===== src/rtl/fir_pkg.sv =====
// Shared types and width helpers for the symmetric line FIR.
package fir_pkg;

    typedef logic [1:0] fir_state_t;

    localparam fir_state_t ST_IDLE  = 2'd0;
    localparam fir_state_t ST_RUN   = 2'd1;
    localparam fir_state_t ST_FLUSH = 2'd2;

    // Number of taps on each side of the centre tap.
    function automatic int tap_half(input int num_taps);
        return (num_taps - 32'sd1) / 32'sd2;
    endfunction

    // Unsigned sum of two mirrored pixels.
    function automatic int preadd_width(input int data_width);
        return data_width + 32'sd1;
    endfunction

    // Signed product of a zero-extended preadd and a signed coefficient.
    function automatic int prod_width(input int data_width, input int coef_width);
        return data_width + coef_width + 32'sd2;
    endfunction

    // Accumulator width, large enough for the sum of all products.
    function automatic int sum_width(input int data_width, input int coef_width,
                                     input int num_taps);
        return data_width + coef_width + $clog2(num_taps) + 32'sd1;
    endfunction

    // Centre coefficient of the identity kernel (unity gain after the shift).
    function automatic int identity_c0(input int shift);
        return 32'sd1 << shift;
    endfunction

    // Half-LSB rounding constant applied before the normalising shift.
    function automatic int round_const(input int shift);
        if (shift > 32'sd0) begin
            return 32'sd1 << (shift - 32'sd1);
        end else begin
            return 32'sd0;
        end
    endfunction

endpackage


===== src/rtl/fir_mac_pipe.sv =====
// Four-stage datapath: preadd, multiply, sum, round/saturate.
// Coefficients are captured with the window so a new line's coefficients
// never leak into results still in flight from the previous line.
module fir_mac_pipe
    import fir_pkg::*;
#(
    parameter int DATA_WIDTH = 8,
    parameter int NUM_TAPS   = 5,
    parameter int COEF_WIDTH = 8,
    parameter int SHIFT      = 4,
    localparam int K         = tap_half(NUM_TAPS)
) (
    input  logic                                 clk,
    input  logic                                 reset_n,
    input  logic                                 launch,
    input  logic                                 launch_sol,
    input  logic                                 launch_eol,
    input  logic                                 launch_bypass,
    input  logic [NUM_TAPS-1:0][DATA_WIDTH-1:0]  window,
    input  logic [K:0][COEF_WIDTH-1:0]           coefs,
    output logic [DATA_WIDTH-1:0]                pixel_out,
    output logic                                 valid_out,
    output logic                                 sol_out,
    output logic                                 eol_out
);

    localparam int PW  = preadd_width(DATA_WIDTH);
    localparam int PRW = prod_width(DATA_WIDTH, COEF_WIDTH);
    localparam int SW  = sum_width(DATA_WIDTH, COEF_WIDTH, NUM_TAPS);
    localparam int RW  = SW + 1;
    localparam logic signed [RW-1:0] RND  = RW'(round_const(SHIFT));
    localparam logic signed [RW-1:0] MAXV = RW'((32'sd1 <<< DATA_WIDTH) - 32'sd1);

    // sideband: index 0 = after stage 1, 1 = after stage 2, 2 = after stage 3
    logic [2:0]                   v_pipe_r;
    logic [2:0]                   sol_pipe_r;
    logic [2:0]                   eol_pipe_r;
    logic [2:0]                   byp_pipe_r;
    logic [2:0][DATA_WIDTH-1:0]   ctr_pipe_r;

    logic [PW-1:0]                pre_s   [K+1];
    logic [PW-1:0]                pre1_r  [K+1];
    logic [K:0][COEF_WIDTH-1:0]   coef1_r;
    logic signed [PRW-1:0]        prod_s  [K+1];
    logic signed [PRW-1:0]        prod2_r [K+1];
    logic signed [SW-1:0]         sum_s;
    logic signed [SW-1:0]         sum3_r;
    logic signed [RW-1:0]         rnd_s;
    logic signed [RW-1:0]         shr_s;
    logic [DATA_WIDTH-1:0]        sat_s;

    // Mirror-pair preadds; index 0 carries the centre pixel alone.
    always_comb begin
        pre_s[0] = PW'(window[K]);
        for (int k = 1; k <= K; k++) begin
            pre_s[k] = PW'(window[K-k]) + PW'(window[K+k]);
        end
    end

    // Signed products of the registered preadds and captured coefficients.
    always_comb begin
        for (int k = 0; k <= K; k++) begin
            prod_s[k] = PRW'($signed({1'b0, pre1_r[k]})) * PRW'($signed(coef1_r[k]));
        end
    end

    // Sign-extended accumulation of all products.
    always_comb begin
        sum_s = {SW{1'b0}};
        for (int k = 0; k <= K; k++) begin
            sum_s = sum_s + SW'(prod2_r[k]);
        end
    end

    // Round half-up, arithmetic shift, clamp to the unsigned pixel range.
    always_comb begin
        rnd_s = RW'(sum3_r) + RND;
        shr_s = rnd_s >>> SHIFT;
        if (shr_s[RW-1]) begin
            sat_s = {DATA_WIDTH{1'b0}};
        end else if (shr_s > MAXV) begin
            sat_s = {DATA_WIDTH{1'b1}};
        end else begin
            sat_s = shr_s[DATA_WIDTH-1:0];
        end
    end

    // Pipeline registers for data, coefficients and sideband markers.
    always_ff @(posedge clk) begin
        if (!reset_n) begin
            v_pipe_r   <= 3'b000;
            sol_pipe_r <= 3'b000;
            eol_pipe_r <= 3'b000;
            byp_pipe_r <= 3'b000;
            ctr_pipe_r <= '0;
            coef1_r    <= '0;
            sum3_r     <= {SW{1'b0}};
            for (int k = 0; k <= K; k++) begin
                pre1_r[k]  <= {PW{1'b0}};
                prod2_r[k] <= {PRW{1'b0}};
            end
        end else begin
            v_pipe_r   <= {v_pipe_r[1:0], launch};
            sol_pipe_r <= {sol_pipe_r[1:0], launch_sol};
            eol_pipe_r <= {eol_pipe_r[1:0], launch_eol};
            byp_pipe_r <= {byp_pipe_r[1:0], launch_bypass};
            ctr_pipe_r <= {ctr_pipe_r[1:0], window[K]};
            coef1_r    <= coefs;
            sum3_r     <= sum_s;
            for (int k = 0; k <= K; k++) begin
                pre1_r[k]  <= pre_s[k];
                prod2_r[k] <= prod_s[k];
            end
        end
    end

    // Output stage: filtered or bypassed centre pixel with its markers.
    always_ff @(posedge clk) begin
        if (!reset_n) begin
            pixel_out <= {DATA_WIDTH{1'b0}};
            valid_out <= 1'b0;
            sol_out   <= 1'b0;
            eol_out   <= 1'b0;
        end else begin
            valid_out <= v_pipe_r[2];
            sol_out   <= v_pipe_r[2] & sol_pipe_r[2];
            eol_out   <= v_pipe_r[2] & eol_pipe_r[2];
            if (v_pipe_r[2]) begin
                pixel_out <= byp_pipe_r[2] ? ctr_pipe_r[2] : sat_s;
            end else begin
                pixel_out <= pixel_out;
            end
        end
    end

endmodule


===== src/rtl/symmetric_fir_line_filter.sv =====
// Line-aware odd-length symmetric FIR: line FSM, replicated-edge window,
// staging/active coefficient banks, feeding the MAC pipeline.
module symmetric_fir_line_filter
    import fir_pkg::*;
#(
    parameter int DATA_WIDTH = 8,
    parameter int NUM_TAPS   = 5,
    parameter int COEF_WIDTH = 8,
    parameter int SHIFT      = 4,
    localparam int K         = tap_half(NUM_TAPS),
    localparam int ADDR_W    = $clog2(K + 1)
) (
    input  logic                   clk,
    input  logic                   reset_n,
    input  logic [DATA_WIDTH-1:0]  pixel_in,
    input  logic                   valid_in,
    input  logic                   sol_in,
    input  logic                   eol_in,
    output logic                   in_ready,
    input  logic                   bypass,
    input  logic                   coef_we,
    input  logic [ADDR_W-1:0]      coef_addr,
    input  logic [COEF_WIDTH-1:0]  coef_data,
    output logic [DATA_WIDTH-1:0]  pixel_out,
    output logic                   valid_out,
    output logic                   sol_out,
    output logic                   eol_out,
    output logic                   line_err
);

    localparam int JW = $clog2(K + 2);
    localparam logic [JW-1:0] J_MAX      = JW'(K + 1);
    localparam logic [JW-1:0] J_CTR      = JW'(K);
    localparam logic [JW-1:0] FLUSH_LAST = JW'(K - 1);
    localparam logic [COEF_WIDTH-1:0] C0_IDENT = COEF_WIDTH'(identity_c0(SHIFT));
    localparam logic [K:0][COEF_WIDTH-1:0] COEF_IDENT = {{(K*COEF_WIDTH){1'b0}}, C0_IDENT};

    fir_state_t                          state_r;
    fir_state_t                          state_nxt_s;
    logic [NUM_TAPS-1:0][DATA_WIDTH-1:0] win_r;
    logic [NUM_TAPS-1:0][DATA_WIDTH-1:0] win_nxt_s;
    logic [JW-1:0]                       j_r;
    logic [JW-1:0]                       j_nxt_s;
    logic [JW-1:0]                       j_inc_s;
    logic [JW-1:0]                       flush_cnt_r;
    logic [JW-1:0]                       flush_nxt_s;
    logic                                xfer_s;
    logic                                shift_s;
    logic                                load_s;
    logic                                err_s;
    logic                                last_flush_s;
    logic                                launch_nxt_s;
    logic                                launch_sol_nxt_s;
    logic                                launch_r;
    logic                                launch_sol_r;
    logic                                launch_eol_r;
    logic                                in_ready_r;
    logic                                line_err_r;
    logic [K:0][COEF_WIDTH-1:0]          stage_coef_r;
    logic [K:0][COEF_WIDTH-1:0]          stage_fwd_s;
    logic [K:0][COEF_WIDTH-1:0]          act_coef_r;
    logic                                bypass_act_r;

    assign xfer_s   = valid_in & in_ready_r;
    // j saturates one past the centre so it never wraps on long lines
    assign j_inc_s  = (j_r == J_MAX) ? j_r : j_r + {{(JW-1){1'b0}}, 1'b1};
    assign in_ready = in_ready_r;
    assign line_err = line_err_r;

    // Line FSM: decides load / shift / flush and the next window contents.
    always_comb begin
        state_nxt_s  = state_r;
        win_nxt_s    = win_r;
        j_nxt_s      = j_r;
        flush_nxt_s  = flush_cnt_r;
        shift_s      = 1'b0;
        load_s       = 1'b0;
        err_s        = 1'b0;
        last_flush_s = 1'b0;
        case (state_r)
            ST_IDLE: begin
                if (xfer_s) begin
                    if (sol_in) begin
                        load_s = 1'b1;
                    end else begin
                        err_s = 1'b1;
                    end
                end else begin
                    state_nxt_s = ST_IDLE;
                end
            end
            ST_RUN: begin
                if (xfer_s) begin
                    if (sol_in) begin
                        load_s = 1'b1;
                        err_s  = 1'b1;
                    end else begin
                        shift_s   = 1'b1;
                        win_nxt_s = {win_r[NUM_TAPS-2:0], pixel_in};
                        j_nxt_s   = j_inc_s;
                        if (eol_in) begin
                            state_nxt_s = ST_FLUSH;
                            flush_nxt_s = {JW{1'b0}};
                        end else begin
                            state_nxt_s = ST_RUN;
                        end
                    end
                end else begin
                    state_nxt_s = ST_RUN;
                end
            end
            ST_FLUSH: begin
                shift_s   = 1'b1;
                win_nxt_s = {win_r[NUM_TAPS-2:0], win_r[0]};
                j_nxt_s   = j_inc_s;
                if (flush_cnt_r == FLUSH_LAST) begin
                    last_flush_s = 1'b1;
                    state_nxt_s  = ST_IDLE;
                    flush_nxt_s  = {JW{1'b0}};
                end else begin
                    flush_nxt_s = flush_cnt_r + {{(JW-1){1'b0}}, 1'b1};
                end
            end
            default: begin
                state_nxt_s = ST_IDLE;
            end
        endcase
        if (load_s) begin
            win_nxt_s   = {NUM_TAPS{pixel_in}};
            j_nxt_s     = {JW{1'b0}};
            flush_nxt_s = {JW{1'b0}};
            state_nxt_s = eol_in ? ST_FLUSH : ST_RUN;
        end else begin
            win_nxt_s = win_nxt_s;
        end
        launch_nxt_s     = shift_s & (j_nxt_s >= J_CTR);
        launch_sol_nxt_s = shift_s & (j_nxt_s == J_CTR);
    end

    // Staging bank with same-cycle write forwarding into a sol load.
    always_comb begin
        stage_fwd_s = stage_coef_r;
        if (coef_we && (coef_addr <= ADDR_W'(K))) begin
            stage_fwd_s[coef_addr] = coef_data;
        end else begin
            stage_fwd_s = stage_coef_r;
        end
    end

    // State, window, counters, launch sideband and registered handshake outputs.
    always_ff @(posedge clk) begin
        if (!reset_n) begin
            state_r      <= ST_IDLE;
            win_r        <= '0;
            j_r          <= {JW{1'b0}};
            flush_cnt_r  <= {JW{1'b0}};
            launch_r     <= 1'b0;
            launch_sol_r <= 1'b0;
            launch_eol_r <= 1'b0;
            in_ready_r   <= 1'b1;
            line_err_r   <= 1'b0;
        end else begin
            state_r      <= state_nxt_s;
            win_r        <= win_nxt_s;
            j_r          <= j_nxt_s;
            flush_cnt_r  <= flush_nxt_s;
            launch_r     <= launch_nxt_s;
            launch_sol_r <= launch_sol_nxt_s;
            launch_eol_r <= last_flush_s;
            in_ready_r   <= (state_nxt_s != ST_FLUSH);
            line_err_r   <= err_s;
        end
    end

    // Coefficient banks and bypass; active copies change only at a line start.
    always_ff @(posedge clk) begin
        if (!reset_n) begin
            stage_coef_r <= COEF_IDENT;
            act_coef_r   <= COEF_IDENT;
            bypass_act_r <= 1'b0;
        end else begin
            stage_coef_r <= stage_fwd_s;
            if (load_s) begin
                act_coef_r   <= stage_fwd_s;
                bypass_act_r <= bypass;
            end else begin
                act_coef_r   <= act_coef_r;
                bypass_act_r <= bypass_act_r;
            end
        end
    end

    fir_mac_pipe #(
        .DATA_WIDTH (DATA_WIDTH),
        .NUM_TAPS   (NUM_TAPS),
        .COEF_WIDTH (COEF_WIDTH),
        .SHIFT      (SHIFT)
    ) u_mac (
        .clk           (clk),
        .reset_n       (reset_n),
        .launch        (launch_r),
        .launch_sol    (launch_sol_r),
        .launch_eol    (launch_eol_r),
        .launch_bypass (bypass_act_r),
        .window        (win_r),
        .coefs         (act_coef_r),
        .pixel_out     (pixel_out),
        .valid_out     (valid_out),
        .sol_out       (sol_out),
        .eol_out       (eol_out)
    );

endmodule

===== config.mk =====
export PLATFORM = sky130hd
export DESIGN_NAME = symmetric_fir_line_filter
export DESIGN_NICKNAME = d
export VERILOG_FILES = /design/src/rtl/fir_pkg.sv /design/src/rtl/fir_mac_pipe.sv /design/src/rtl/symmetric_fir_line_filter.sv
export SDC_FILE = /design/constraint.sdc
export NUM_CORES = 1
export LEC_CHECK = 0
export CELL_PAD_IN_SITES_DETAIL_PLACEMENT = 0
export CELL_PAD_IN_SITES_GLOBAL_PLACEMENT = 1
export CORE_ASPECT_RATIO = 2
export CORE_UTILIZATION = 45
export DETAILED_ROUTE_END_ITERATION = 7
export PLACE_DENSITY = 0.72
export SYNTH_ARGS = -nofsm -noshare
export SYNTH_HDL_FRONTEND = slang
export SYNTH_SLANG_ARGS = --single-unit
export TNS_END_PERCENT = 20

===== constraint.sdc =====
create_clock -name clk -period 7.5 [get_ports clk]
set_input_delay 1.5 -clock clk [delete_from_list [all_inputs] [get_ports clk]]
set_output_delay 1.5 -clock clk [all_outputs]
set_load 0.01 [all_outputs]

# After elaboration in Yosys (flattened, before gate mapping)
# Memories as Yosys holds them, arrays and structs flattened.
# Index checks and enable logic that the tools add are counted.
# word_totals
register_bits	191
ram_bits	81
in_bits	25
out_inout_bits	13
elab_cells	134
n_memories	2
# mem_list
name	words	word_bits	read_ports	rd_clocked_by_memory_dff	write_ports	line_no	text
u_mac.prod2_r	3	18	3	0	3	fir_mac_pipe.sv:45	logic signed [PRW-1:0] prod2_r [K+1];
u_mac.pre1_r	3	9	3	0	3	fir_mac_pipe.sv:42	logic [PW-1:0] pre1_r [K+1];
# op_classes
n_addsub	7
multipliers	3
order_cmp	5
eq_ne	13
n_mux	44
n_bitwise	12
n_reduce_logical	13
# ops
operator	count
$mux 40	3
$pmux 40 s2	1
$mul 10x8->18	3
$mux 18	3
$mux 8	4
$mux 2	14
$mux 9	3
$bwmux 24	1
$mux 24	1
$add 20x5->21 const B	1
$add 19x18->20	1
$add 18x18->19	1
$add 8x8->9	2
$gt 17x9->1 const B	1
$demux 8 s2	1
$ne 2x2->1 const B	5
$mux 1	8
$pmux 2 s2	2
$reduce_and 4->1	2
$eq 2x2->1 const B	3
$ne 3x3->1 const B	2
$or 1x1->1	6
$pmux 2 s3	1
$reduce_bool 2->1	3
other kinds (16)	25

# Logic depth before layout (Yosys ltp)
# Gate-level depths: netlist (run 1).
# depth
word_depth	8
ltp_mapped	17

# Hierarchy
# A second synthesis (run 1) with hierarchy kept.
# hier_totals
cells_unflattened	1818
hier_area_um2	17235.3
# by_module_without_submodules
mod	n_inst	cells_each	area_each_um2	seq_area_each_um2
fir_mac_pipe	1	1423	13422.9	3203.1
symmetric_fir_line_filter	1	395	3812.4	2001.9

# Worst setup path before layout (run 1)
# No wires, ideal clock.
# synth_timing
path_kind	reg2reg
startpoint	register u_mac.coef1_r[23] (netlist bit)
endpoint	memory u_mac.prod2_r[0][51] (netlist bit)
arrival_time_ns	4.486
t_required_ns	7.368
setup_slack_ns	2.882
stages_incl_launch_ff	17
n_path_buf	0
synth_period_minus_slack_ns	4.618
cell_sequence	dfxtp_1 clkinv_1 nor2_1 fa_1 fa_1 fa_1 inv_1 fa_1 inv_1 ha_1 nand3_1 o22ai_1 or4_1 a31oi_1 nor2_1 a2111oi_0 nor3_1
# synth_lines
item	line_no	text
from (decl)	fir_mac_pipe.sv:43	logic [K:0][COEF_WIDTH-1:0] coef1_r;
from (signal assigned)	fir_mac_pipe.sv:108	coef1_r <= coefs;
to (decl)	fir_mac_pipe.sv:45	

==> flow_metrics.tcl, run 1 <==
set metrics [dict create \
    path_clk_slew_ns 0.06 \
    die_h_um 274.4 \
    postSynth.asyncResetShare_pct 0 \
    relSlewSlack_pct 34.32 \
    cts_buffer_depth 3 \
    final_cells 2267 \
    syn_avg_cell_area_um2 9.424 \
    crit_path_max_incr_delay_ns 0.70 \
    cts_buffers 24 \
    track_usage_pct 22.64 \
    cp.required_ns 7.94 \
    multi_input_area_um2 10630 \
    ant_nets 0 \
    gp_congestion 0.8863 \
    rsz0062_at_grt "no" \
    final_common_cell "dfxtp_1" \
    fin_nets 2135 \
    hold_path.class "reg2reg" \
    synth_warnings 0 \
    critPathSlowestCell "a2111oi_0" \
    htreeDepth 1 \
    first_global_vias 12570 \
    post_dp_cell_area_um2 17540 \
    synth-seq-cells 260 \
    hpwl_um 33450 \
    drtIter0Drc 335 \
    vias 11740 \
    via_per_inst 5.180 \
    path_delay_family "adder cells" \
    whs_path_depth 1 \
    status "finished with violations" \
    design.core.area_um2 36540 \
    place_inst 2223 \
    fp.dieW_um 138.2 \
    grt_overflow 0 \
    tns_ns 0 \
    fillers 3439 \
    grt_max_degree 76 \
    crit_chain "clkinv_1, nor2_1, fa_1, fa_1, fa_1, inv_1, fa_1, inv_1, ha_1, o21ai_0, a21boi_0, nand3_1, a21oi_1, a2111oi_0, a21oi_1, mux2i_1" \
    tightest_slew_ns 0.9799 \
    clkSinkCount 260 \
    cp_max_fo 8 \
    insertion_delay_ns 0.55 \
    setup_viol 0 \
    synth_seq_area_share_pct 31.17 \
    ctsHoldBuffers 0 \
    end_kind "register" \
    violations "design-rule violations" \
    totalWireLength_um 41090 \
    synth_edf_count 0 \
    ys.flop_type "dfxtp_1" \
    pin_count 38 \
    path_common_cell "fa_1" \
    postCtsSetupRepairBufs 0 \
    cp_num_cells 16 \
    p_per_area_nw_per_um2 179.3 \
    yosysUniqueCellTypes 57 \
    leakage_nw 9.015 \
    drc 2 \
    layout-drive-gt1-share_pct 3.585 \
    cts_root_buffer "clkbuf_16" \
    holdWs_ns 0.4320 \
    finalHoldViolCount 0 \
    place.port_buffers 37 \
    grt_first_pass_wirelength_um 66010 \
    synthesis.instances 1772 \
    max_freq_mhz 193.7 \
    critPathArrivalTime_ns 5.60 \
    peakVddDrop_v 0.0001687 \
    critical_path_class "reg2reg" \
    period_needed_ns 5.163 \
    maxCapViolCount 0 \
    syn_nets 2112 \
    slew_violations 0 \
    diodes 0 \
    initial_utilization_pct 45.70 \
    die-area_um2 37930 \
    antenna_found_initial 0 \
    syn_area_um2 16700 \
    cts_resized 0 \
    area_delta_synth_final_pct 9.927 \
    cp-start-kind "register" \
    skew_ns 0.01986 \
    final_cell_area_um2 18360 \
    register_area_um2 5205 \
    final_cell_mix "dfxtp_1, and2_1, inv_1" \
    drtPass1Iterations 7 \
    cts_tree "built" \
    wl_per_cell_um 18.12 \
    rows 99 \
    crit_buf_inv 3 \
    fin_crit_sh_pct 68.84 \
    reg2reg_depth 16 \
]
-- cells in the mapped netlist, drive strengths merged, types with 21 or more instances --
master,instances,share of area (%)
nor3,27,0.84
nand2,97,2.2
o22a,23,1.2
ha,173,13
a21oi,81,2.4
nand2b,28,1.0
xor2,33,1.7
inv,185,4.2
fa,142,17
clkbuf,41,0.92
xnor2,21,1.1
o21ai,69,2.1
dfxtp,260,31
mux2i,38,2.3
nor2,169,3.8
and2,221,8.3
-- per-layer routing --
| layer | routed length [um] | share of wire (%) | GRT usage (%) |
|---|---|---|---|
| met1 | 14880 | 36 | 22.39 |
| met2 | 22880 | 56 | 45.17 |
| met3 | 676 | 1.6 | 1.799 |
| met4 | 2643 | 6.4 | 14.16 |
| met5 | 0 | 0 | 0 |
-- stage by stage --
stage                     utilization [%]  setup slack, ns  power, mW
final                               50.24            2.337      3.291
after global routing                50.24            1.885      3.457
after CTS                           50.24            2.328      3.340
after detailed placement            48.00            2.315      2.067
after global placement              48.00            2.391      2.060
after floorplan                         -            2.882      1.882
-- final timing paths --
path,startpoint,to,slack (ns)
worst min register to register,u_mac.v_pipe_r[0]$_SDFF_PN0_,u_mac.v_pipe_r[1]$_SDFF_PN0_,0.43
worst max register to register,u_mac.coef1_r[23]$_SDFF_PN0_,u_mac.prod2_r[0][52]$_SDFF_PN0_,2.34
worst max-delay path,u_mac.coef1_r[23]$_SDFF_PN0_,u_mac.prod2_r[0][52]$_SDFF_PN0_,2.34
worst min-delay path,u_mac.v_pipe_r[0]$_SDFF_PN0_,u_mac.v_pipe_r[1]$_SDFF_PN0_,0.43
-- where the power goes --
group / leakage [nW] / internal [mW] / switching, mW
logic: 6.50 / 0.190 / 0.270
registers: 2.12 / 1.47 / 0.101
clock network: 0.402 / 0.721 / 0.541
total: 9.02 / 2.38 / 0.912
-- cell families after synthesis --
family          after synthesis  share of synthesized area (%)
simple gates                615                          18.93
fa+ha+maj                   315                          29.98
flops                       260                          31.17
compound gates              255                          9.530
buf+inv                     235                          5.282
xor+xnor                     54                          2.832
mux                          38                          2.278
-- registers in the layout, indices dropped and copies added (netlist names), 3 cells and up --
signal	cells
u_mac.prod2_r	54
win_r	40
act_coef_r	24
stage_coef_r	24
u_mac.coef1_r	24
u_mac.ctr_pipe_r	23
u_mac.pre1_r	19
u_mac.sum3_r	17
u_mac.pixel_out	8
u_mac.byp_pipe_r	3
u_mac.eol_pipe_r	3
u_mac.sol_pipe_r	3
u_mac.v_pipe_r	3
-- cell type report --
class / count / share of cell area, %
Timing Repair Buffer: 45 / 2.331
Sequential cell: 260 / 28.35
Tap cell: 454 / 3.094
Clock inverter: 11 / 0.6816
Clock buffer: 33 / 3.783
Multi-Input combinational cell: 1277 / 57.93
Inverter: 187 / 3.830
Power figures use the tool's default switching activity.
==> run 2: changes to the inputs <==
PLACE_DENSITY = 0.75   (was 0.72)
clock period = 4.5 ns   (was 7.5 ns; I/O delays follow)
==> run 2 against run 1 <==
Against the previous run:
- the flow now finishes without violations
- total power increased by 72%
- non-clock buffer count is 99 higher
- global-route usage fell by 0.31 points
- highest routed layer unchanged
- clock-buffer cell count stayed put
- final cell count increased by 4.3%
- combinational power is 95% higher
- largest power group unchanged
- setup slack worse by 2.3 ns
- register-to-register slack got worse by 2.3 ns
- critical path type unchanged
- via count up 4.0%
- maximum frequency up 16%
- cell area grew 5.8%
==> flow_metrics.tcl, run 2 (synthesis results as in run 1) <==
set metrics [dict create \
    critPathArrivalTime_ns 4.85 \
    final_common_cell "dfxtp_1" \
    path_clk_slew_ns 0.06 \
    post_dp_cell_area_um2 18280 \
    slew_violations 0 \
    critPathSlowestCell "or4_4" \
    pin_count 38 \
    tightest_slew_ns 1.030 \
    via_per_inst 5.164 \
    end_kind "register" \
    p_seq_share_pct 45.8 \
    pwr-share-clk_pct 38.3 \
    crit_buf_inv 5 \
    cts_buffers 24 \
    die-area_um2 37930 \
    leakage_nw 9.578 \
    largest_register "u_mac.prod2_r" \
    fin_crit_sh_pct 98.85 \
    cp_max_fo 7 \
    setup_viol 0 \
    period_needed_ns 4.448 \
    peakVddDrop_v 0.0003249 \
    relSlewSlack_pct 31.31 \
    reg_top3 "u_mac.prod2_r x54, win_r x40" \
    path_delay_family "adder cells" \
    rsz0062_at_grt "yes" \
    insertion_delay_ns 0.54 \
    path_common_cell "fa_1" \
    fp.dieW_um 138.2 \
    first_global_vias 12730 \
    design.core.area_um2 36540 \
    diodes 0 \
    grt_max_degree 106 \
    status "complete, no violations" \
    ant_nets 0 \
    place.port_buffers 37 \
    wl_per_cell_um 17.65 \
    finalHoldViolCount 0 \
    final_cell_mix "dfxtp_1, and2_1, inv_1" \
    maxCapViolCount 0 \
    grt_overflow 0 \
    area_delta_synth_final_pct 16.28 \
    p_per_area_nw_per_um2 291.0 \
    totalWireLength_um 41720 \
    final_cell_area_um2 19420 \
    crit_chain "buf_6, and2_4, fa_1, fa_1, fa_1, inv_2, fa_1, inv_2, ha_4, nand3_2, o22ai_2, or4_4, a31oi_4, buf_6, buf_6, o21ai_2, nand2_1, o211ai_1" \
    cp.required_ns 4.90 \
    critical_path_class "reg2reg" \
    cts_tree "built" \
    drc 0 \
    initial_utilization_pct 45.70 \
    cts_buffer_depth 3 \
    skew_ns 0.01853 \
    comb_power_share_pct 15.9 \
    cp-start-kind "register" \
    drtPass1Iterations 4 \
    grt_first_pass_wirelength_um 65660 \
    p_sw_mw 1.511 \
    track_usage_pct 22.33 \
    ctsHoldBuffers 0 \
    switching_share_pct 26.74 \
    largest_register_ffs 54 \
    fin_nets 2234 \
    tns_ns 0 \
    max_freq_mhz 224.8 \
    rows 99 \
    clkSinkCount 260 \
    cts_root_buffer "clkbuf_16" \
    htreeDepth 1 \
    die_h_um 274.4 \
    hold_path.class "reg2reg" \
    vias 12210 \
    holdWs_ns 0.4316 \
    p_int_mw 4.139 \
    drtIter0Drc 366 \
    layout-drive-gt1-share_pct 11.99 \
    crit_path_max_incr_delay_ns 0.57 \
    gp_congestion 0.8663 \
    antenna_found_initial 0 \
    hpwl_um 33900 \
]
-- run 2: area by class of cell --
cell class,instances,area (um^2)
Sequential cell,260,5254
Tap cell,454,568.0
Clock buffer,33,685.7
Inverter,187,705.7
Timing Repair Buffer,144,1211
Multi-Input combinational cell,1277,10850
Fill cell,3360,17120
Clock inverter,9,147.6
-- run 2: power groups by stage --
stage	registers, mW	clock network, mW	logic, mW
2_1_floorplan	2.58	0	0.554
4_1_cts	2.59	2.23	0.891
3_3_place_gp	2.63	0	0.873
6_report	2.59	2.16	0.897
5_1_grt	2.60	2.31	1.01
3_5_place_dp	2.64	0	0.883
-- run 2: final timing paths --
check | from | end | slack [ns] | depth (start not counted)
worst min-delay path | u_mac.v_pipe_r[1]$_SDFF_PN0_ | u_mac.v_pipe_r[2]$_SDFF_PN0_ | 0.43 | 1
worst min register to register | u_mac.v_pipe_r[1]$_SDFF_PN0_ | u_mac.v_pipe_r[2]$_SDFF_PN0_ | 0.43 | 1
worst max-delay path | u_mac.coef1_r[18]$_SDFF_PN0_ | u_mac.prod2_r[0][53]$_SDFF_PN0_ | 0.05 | 18
worst max register to register | u_mac.coef1_r[18]$_SDFF_PN0_ | u_mac.prod2_r[0][53]$_SDFF_PN0_ | 0.05 | 18
-- run 2: through the flow --
step / instances / power (mW) / util [%] / worst slack, ns
final: 2364 / 5.650 / 53.14 / 0.05178
after global routing: 2364 / 5.928 / 53.14 / -0.1007
after CTS: 2361 / 5.704 / 52.39 / 0.001787
after detailed placement: 2319 / 3.518 / 50.02 / -0.2203
after global placement: 2319 / 3.506 / 50.02 / -0.1596
after floorplan: 1772 / 3.137 / - / -0.01604
-- run 2: repair_timing --
action	4_1_cts	5_1_grt
buffers inserted	0	3
pin swaps	4	40
gates resized for setup	12	80
endpoints found under the setup margin	6	18
-- run 2: metal layers --
| layer | up-vias | part of all wire [%] | global-route usage (%) |
|---|---|---|---|
| li1 | 6010 | - | - |
| met1 | 6000 | 35 | 21.31 |
| met2 | 126 | 59 | 47.34 |
| met3 | 72 | 1.8 | 1.746 |
| met4 | 0 | 4.1 | 9.935 |
| met5 | - | 0 | 0 |
